### src/rtl/proc_display.sv
// Debug viewer for the processor top level: snapshots the datapath outputs and scans one
// selected 16-bit word as four hex digits onto a common-anode seven-segment display.
module proc_display #(
  parameter int unsigned REFRESH_DIV = 50000,
  parameter int unsigned DEBOUNCE    = 1000000
) (
  input  logic        Clk,
  input  logic        Reset,
  input  logic [15:0] IR_Out,
  input  logic [4:0]  PC_Out,
  input  logic [3:0]  StateO,
  input  logic [15:0] ALU_A,
  input  logic [15:0] ALU_B,
  input  logic [15:0] ALU_Out,
  input  logic [15:0] RQ0,
  input  logic [15:0] Mux_out,
  input  logic        Page_btn,
  input  logic        Hold,
  output logic [3:0]  An,
  output logic [6:0]  Seg,
  output logic        Dp,
  output logic [2:0]  Page
);

  localparam int unsigned RefW = $clog2(REFRESH_DIV);
  localparam int unsigned DbW  = $clog2(DEBOUNCE);

  logic [RefW-1:0] ref_q;
  logic [1:0]      digit_q;
  logic [DbW-1:0]  db_q;
  logic            sync1_q, sync2_q, stable_q;
  logic [2:0]      page_q;
  logic [15:0]     snap_q [7];
  logic [15:0]     src    [7];
  logic [15:0]     word;
  logic [3:0]      nibble;
  logic [6:0]      seg_d;
  logic [3:0]      an_q;
  logic [6:0]      seg_q;
  logic            dp_q;

  always_comb begin
    src[0] = IR_Out;
    src[1] = {3'b000, PC_Out, 4'h0, StateO};
    src[2] = ALU_A;
    src[3] = ALU_B;
    src[4] = ALU_Out;
    src[5] = RQ0;
    src[6] = Mux_out;
  end

  always_ff @(posedge Clk or negedge Reset) begin
    if (!Reset) begin
      for (int i = 0; i < 7; i++) snap_q[i] <= '0;
    end else if (!Hold) begin
      for (int i = 0; i < 7; i++) snap_q[i] <= src[i];
    end
  end

  // Page advances on the edge that accepts a debounced 0->1 level change.
  always_ff @(posedge Clk or negedge Reset) begin
    if (!Reset) begin
      sync1_q  <= 1'b0;
      sync2_q  <= 1'b0;
      stable_q <= 1'b0;
      db_q     <= '0;
      page_q   <= 3'd0;
    end else begin
      sync1_q <= Page_btn;
      sync2_q <= sync1_q;
      if (sync2_q == stable_q) begin
        db_q <= '0;
      end else if (db_q == DbW'(DEBOUNCE - 1)) begin
        stable_q <= sync2_q;
        db_q     <= '0;
        if (sync2_q) page_q <= (page_q == 3'd6) ? 3'd0 : page_q + 3'd1;
      end else begin
        db_q <= db_q + 1'b1;
      end
    end
  end

  always_ff @(posedge Clk or negedge Reset) begin
    if (!Reset) begin
      ref_q   <= '0;
      digit_q <= 2'd0;
    end else if (ref_q == RefW'(REFRESH_DIV - 1)) begin
      ref_q   <= '0;
      digit_q <= digit_q + 2'd1;
    end else begin
      ref_q <= ref_q + 1'b1;
    end
  end

  always_comb begin
    word = 16'h0000;
    case (page_q)
      3'd0:    word = snap_q[0];
      3'd1:    word = snap_q[1];
      3'd2:    word = snap_q[2];
      3'd3:    word = snap_q[3];
      3'd4:    word = snap_q[4];
      3'd5:    word = snap_q[5];
      3'd6:    word = snap_q[6];
      default: word = 16'h0000;
    endcase
    nibble = word[{digit_q, 2'b00} +: 4];
  end

  always_comb begin
    seg_d = 7'h7f;
    case (nibble)
      4'h0: seg_d = 7'h40;
      4'h1: seg_d = 7'h79;
      4'h2: seg_d = 7'h24;
      4'h3: seg_d = 7'h30;
      4'h4: seg_d = 7'h19;
      4'h5: seg_d = 7'h12;
      4'h6: seg_d = 7'h02;
      4'h7: seg_d = 7'h78;
      4'h8: seg_d = 7'h00;
      4'h9: seg_d = 7'h10;
      4'hA: seg_d = 7'h08;
      4'hB: seg_d = 7'h03;
      4'hC: seg_d = 7'h46;
      4'hD: seg_d = 7'h21;
      4'hE: seg_d = 7'h06;
      4'hF: seg_d = 7'h0E;
      default: seg_d = 7'h7f;
    endcase
  end

  // Registered together so anode, segments and point never disagree by a cycle.
  always_ff @(posedge Clk or negedge Reset) begin
    if (!Reset) begin
      an_q  <= 4'b1110;
      seg_q <= 7'h40;
      dp_q  <= 1'b1;
    end else begin
      an_q  <= ~(4'b0001 << digit_q);
      seg_q <= seg_d;
      dp_q  <= ~((digit_q == 2'd0) & Hold);
    end
  end

  assign An   = an_q;
  assign Seg  = seg_q;
  assign Dp   = dp_q;
  assign Page = page_q;

endmodule

### config.mk
export PLATFORM = sky130hd
export DESIGN_NAME = proc_display
export DESIGN_NICKNAME = d
export VERILOG_FILES = /design/src/rtl/proc_display.sv
export SDC_FILE = /design/constraint.sdc
export NUM_CORES = 1
export LEC_CHECK = 0
export CORE_MARGIN = 2
export CORE_UTILIZATION = 46
export DETAILED_ROUTE_END_ITERATION = 12
export HOLD_SLACK_MARGIN = 0.05
export PLACE_DENSITY = 0.7
export SKIP_LAST_GASP = 1
export SLEW_MARGIN = 10
export SYNTH_ARGS = -nofsm -noshare
export SYNTH_HDL_FRONTEND = slang
export SYNTH_SLANG_ARGS = --single-unit
### constraint.sdc
create_clock -name Clk -period 7.9 [get_ports Clk]
set_input_delay 1.58 -clock Clk [delete_from_list [all_inputs] [get_ports Clk]]
set_output_delay 1.58 -clock Clk [all_outputs]
set_load 0.05 [all_outputs]
Word-level counts from Yosys, hierarchy flattened
Memories as Yosys holds them, arrays and structs flattened. A register that Yosys moved wholly into a read port is not among the register bits.
Cells that the tools add are included.

word-level totals
  flip-flop bits (word level) = 154
  memory bits (read-only) = 112
  bits of input ports = 109
  word-level logic and storage cells = 46
  memories kept = 1

memory list
  name              words  bits a word  rd ports  clocked after memory_dff  wr ports  line  RTL
  (name not given)  16     7            1         1                         0         112   case (nibble)

operators by class
  $add $sub $neg = 4
  eq/ne operators = 9
  shift operators = 2
  multiplexer cells = 5
  bitwise gates (word level) = 4
  reductions and logical operators = 5

operators by type and width
  operator               number
  $pmux 16 s7            1
  $mux 20                2
  $add 20x1->20 const B  1
  $eq 20x20->1 const B   1
  $add 16x1->16 const B  1
  $eq 16x16->1 const B   1
  $mux 16                1
  $shiftx 16x5->4        1
  $eq 3x3->1 const B     3
  $eq 3x2->1 const B     2
  $not 4->4              1
  $shl 1x2->4 const A    1
  $add 3x1->3 const B    1
  $eq 3x1->1 const B     1
  $logic_not 3->1        1
  $mux 3                 1
  $reduce_and 3->1       1
  $add 2x1->2 const B    1
  $logic_not 2->1        1
  $not 1->1              2
  $reduce_and 2->1       1
  $and 1x1->1            1
  $eq 1x1->1             1
  $logic_not 1->1        1

Logic depth before layout (Yosys ltp)
  depth after elaboration = 3
  depth in mapped cells = 15

Least setup slack after synthesis
Ideal clock, no wire load.

  path kind = register -> register
  start = reg page_q[0] (netlist: Page[0])
  end = reg seg_q[3] (netlist: Seg[3])
  setup time = 0.140 ns
  data arrival time = 3.249 ns
  data required time = 7.760 ns
  setup slack = 4.511 ns
  cell stages (with the launch flop) = 15
  buffers on the path = 3
  period minus slack after synthesis = 3.389 ns
  cell sequence = dfrtp_1 > buf_4 > inv_1 > nor2_1 > ha_1 > buf_2 > clkbuf_1 > a21oi_1 > o21ai_1 > a221oi_1 > o32ai_2 > inv_1 > ha_1 > inv_1 > mux4_1

on the way
  word-level cells in the longest chain between the ends = 3
  elaborated cells on any way between the ends = 9

RTL lines
  item                                      line  RTL
  from (decl)                               32    logic [2:0] page_q;
  from (signal assigned)                    76    if (sync2_q) page_q <= (page_q == 3'd6) ? 3'd0 : page_q + 3'd1;
  $eq 3x3->1, or another cell as far along  97    case (page_q)
  $pmux 16 s7 *                             97
  $shiftx 16x5->4 *                         107   nibble = word[{digit_q, 2'b00} +: 4];
  to (decl)                                 39    logic [6:0] seg_q;

Mark *: on every way between the ends. The rest lies on a longest branch, timed or not.
A chain may end at the register's enable or synchronous reset.

Worst setup path in the final report
  start = reg page_q[2] (netlist: Page[2])
  end = out Page[2]

RTL lines
  item       line  RTL
  to (decl)  22    output logic [2:0] Page

No word-level cell between the ends.

==> flow_summary.toml <==
[hold_path]
hold_class = "register to register"

[yosys]
syn-cell-area_um2 = 7580
async_flop_share_pct = 100
syn_nets = 728
synth_fa_ha_area_share_pct = 2.31
synth.top_cell.area_share_pct = 51.5
synth_edf_count = 0
postSynthAreaPerCell_um2 = 12.5
yosysSeqAreaShare_pct = 53.2
synthTopCellsByArea = "dfrtp_1, mux2_2, mux2i_1, ha_1, xor2_1"
synth_compound_gate_area_share_pct = 7.94
ys.warnings.count = 0
synth-xor-area-share_pct = 3.81
synth_simple_gate_area_share_pct = 8.80
synthCells = 605
synth_cell_types = 60
synth_flop_cell = "dfrtp_1"
ys_seq_elements = 161
yosys-mux-area-fraction_pct = 20.2
synth_top_family_by_area = "multiplexers"
yosysTopAreaCell = "dfrtp_1"

[placed_design]
dp_cells = 916
hpwlAfterDp_um = 12600
place.port_buffers = 123
gp_congestion = 0.886

[timing]
period_share_pct = 51.2
rsz0062_at_grt = "no"
min_period_ps = 4040
fin_tns_setup_ps = 0
finClkSkew_ps = 10.9
worst_pin_slew_ps = 1050
slew_violations = 0
timing.fmax_ghz = 0.247
holdWs_ps = 355
setup_viol = 0
hold_viol_final = 0
slew_headroom_pct = 30.1

[critical_path]
crit_arrival_ps = 2460
slowest_delay_ps = 1060
worst-path-buf-inv = 1
critPathSlowestCell = "dfrtp_2"
critPathLaunchType = "register"
required_ps = 6320
cp_top_family = "flip-flops"
end_kind = "primary output"
worst-path-max-fanout = 47
critPathKind = "register to primary output"
cp_cell_sequence = "clkdlybuf4s50_1"

[clock_tree]
clk_pin_slew_ps = 60
cts_buffers = 17
cts_tree = "built"
postCtsHoldBufs = 0
cts-resized-gates = 0
h-tree-depth = 4
clockBufferDepth = 2
cts-root-buf = "clkbuf_16"
post_cts_buffers = 0
insertion_delay_ps = 430
numClockSinks = 161

[global_routing]
grt_pass1_wl_um = 29100
grt_max_degree = 91
grtUsageTotal_pct = 21.3
grt_pass1_vias = 5484
grt.overflow.total = 0
grt_antenna_before_repair = 0

[drt]
wl_um = 17700
vias = 5052
drt_iter0_markers = 260
ant_nets = 0
first_pass_iters = 4
viasPerCell = 5.33
drc_errors = 0
wl_per_cell_um = 18.6

[cells_and_area]
layout.cells.non_filler = 948
syn_to_final_growth_pct = 25.6
antennaDiodeCount = 0
fill_cells = 1328
drive_gt1_share_pct = 22.3
mostFrequentLayoutCell = "dfrtp_1"
layout_common_cells = "dfrtp_1, clkdlybuf4s50_1, mux2_2"
nNetsFinal = 842

[floorplanning]
die_height_um = 132
io_pins = 124
start_util_pct = 47.4
die_area_um2 = 17500
core_area_um2 = 16000
die_w_um = 132
rows = 46

[power]
cellLeakagePower_nw = 3.88
pwr_density_cell_nw_per_um2 = 211
ir_drop_mv = 0.148

[run]
max-cap-violations = 0

[run_status]
status = "finished, final reports clean"
-- metal layers --
layer	global-route usage (%)	vias to the layer above	routed length, um
met4	6.75	0	229
met1	29.8	2530	8030
li1	-	2386	-
met2	33.4	121	8600
met5	0	-	0
met3	4.38	15	812
-- cells by family (layout without fill, tap and decap cells) --
kind of cell / count (synthesis) / after routing
DFF: 161 / 161
buffers and inverters: 53 / 180
AOI/OAI and AO/OA: 73 / 73
xor gates and xnor gates: 33 / 33
and+or+nand+nor: 134 / 134
muxes: 137 / 137
adders and majority gates: 14 / 14
-- cells in the mapped netlist (3+ instances only) --
master / n
a221o_1: 6
o221ai_1: 5
mux2_2: 109
o31ai_1: 3
o32ai_2: 3
a21boi_0: 3
xor2_1: 20
nand3_1: 22
and3_1: 9
dfstp_2: 5
nor3b_1: 3
xnor2_1: 13
dfrtp_1: 156
o211ai_1: 3
nor3_1: 7
nand4_1: 4
nand2_1: 25
a21oi_1: 11
buf_2: 5
mux2i_1: 25
inv_1: 21
nand2b_1: 3
nor2_1: 44
nor4b_1: 3
a221oi_1: 4
buf_4: 3
o21ai_0: 11
a211oi_1: 7
buf_6: 5
ha_1: 14
clkbuf_1: 15
-- per-stage QoR --
stage               total power, mW  worst slack [ps]  utilization (%)  instance area (um^2)
floorplan                      1.06              4510                -                  7580
global placement               1.18              4310             55.7                  8910
detailed placement             1.18              4150             55.7                  8910
CTS                            2.03              3830             59.5                  9520
global route                   2.09              3740             59.5                  9520
finish                         2.01              3860             59.5                  9520
-- path summary, 6_finish.rpt --
path / from / to / slack [ps] / cells after the start
min in group asynchronous: Reset / snap_q[19]$_DFFE_PN0N_ / 1200 / 1
min reg2reg: sync1_q$_DFF_PN0_ / sync2_q$_DFF_PN0_ / 360 / 0
max: Page[2]$_DFFE_PN0P_ / Page[2] / 3860 / 1
max in group asynchronous: Reset / snap_q[53]$_DFFE_PN0N_ / 5210 / 2
min: sync1_q$_DFF_PN0_ / sync2_q$_DFF_PN0_ / 360 / 0
max reg2reg: Page[0]$_DFFE_PN0P_ / Seg[3]$_DFF_PN0_ / 4070 / 11
-- sequential cells by signal (all words and copies together), names as in the netlist --
| signal | count |
|---|---|
| snap_q | 105 |
| db_q | 20 |
| ref_q | 16 |
| Seg | 7 |
| An | 4 |
| Page | 3 |
| digit_q | 2 |
| Dp | 1 |
| stable_q | 1 |
| sync1_q | 1 |
| sync2_q | 1 |
-- power by group --
group	switching [mW]	internal (mW)	total, mW
combinational	0.110	0.133	0.243
sequential	0.0345	0.888	0.922
clock	0.323	0.522	0.844
total	0.467	1.54	2.01
-- final cells by class --
| class | count | area, um^2 | area share [%] |
|---|---|---|---|
| flip-flops and latches | 161 | 4040 | 42.4 |
| multi-input cells | 391 | 3260 | 34.3 |
| repair buffers | 127 | 1260 | 13.2 |
| clock buffers | 23 | 478 | 5.02 |
| well taps | 216 | 270 | 2.84 |
| clock inverters | 9 | 130 | 1.37 |
| inverters | 21 | 78.8 | 0.828 |
(Power assumes the default switching activity.)
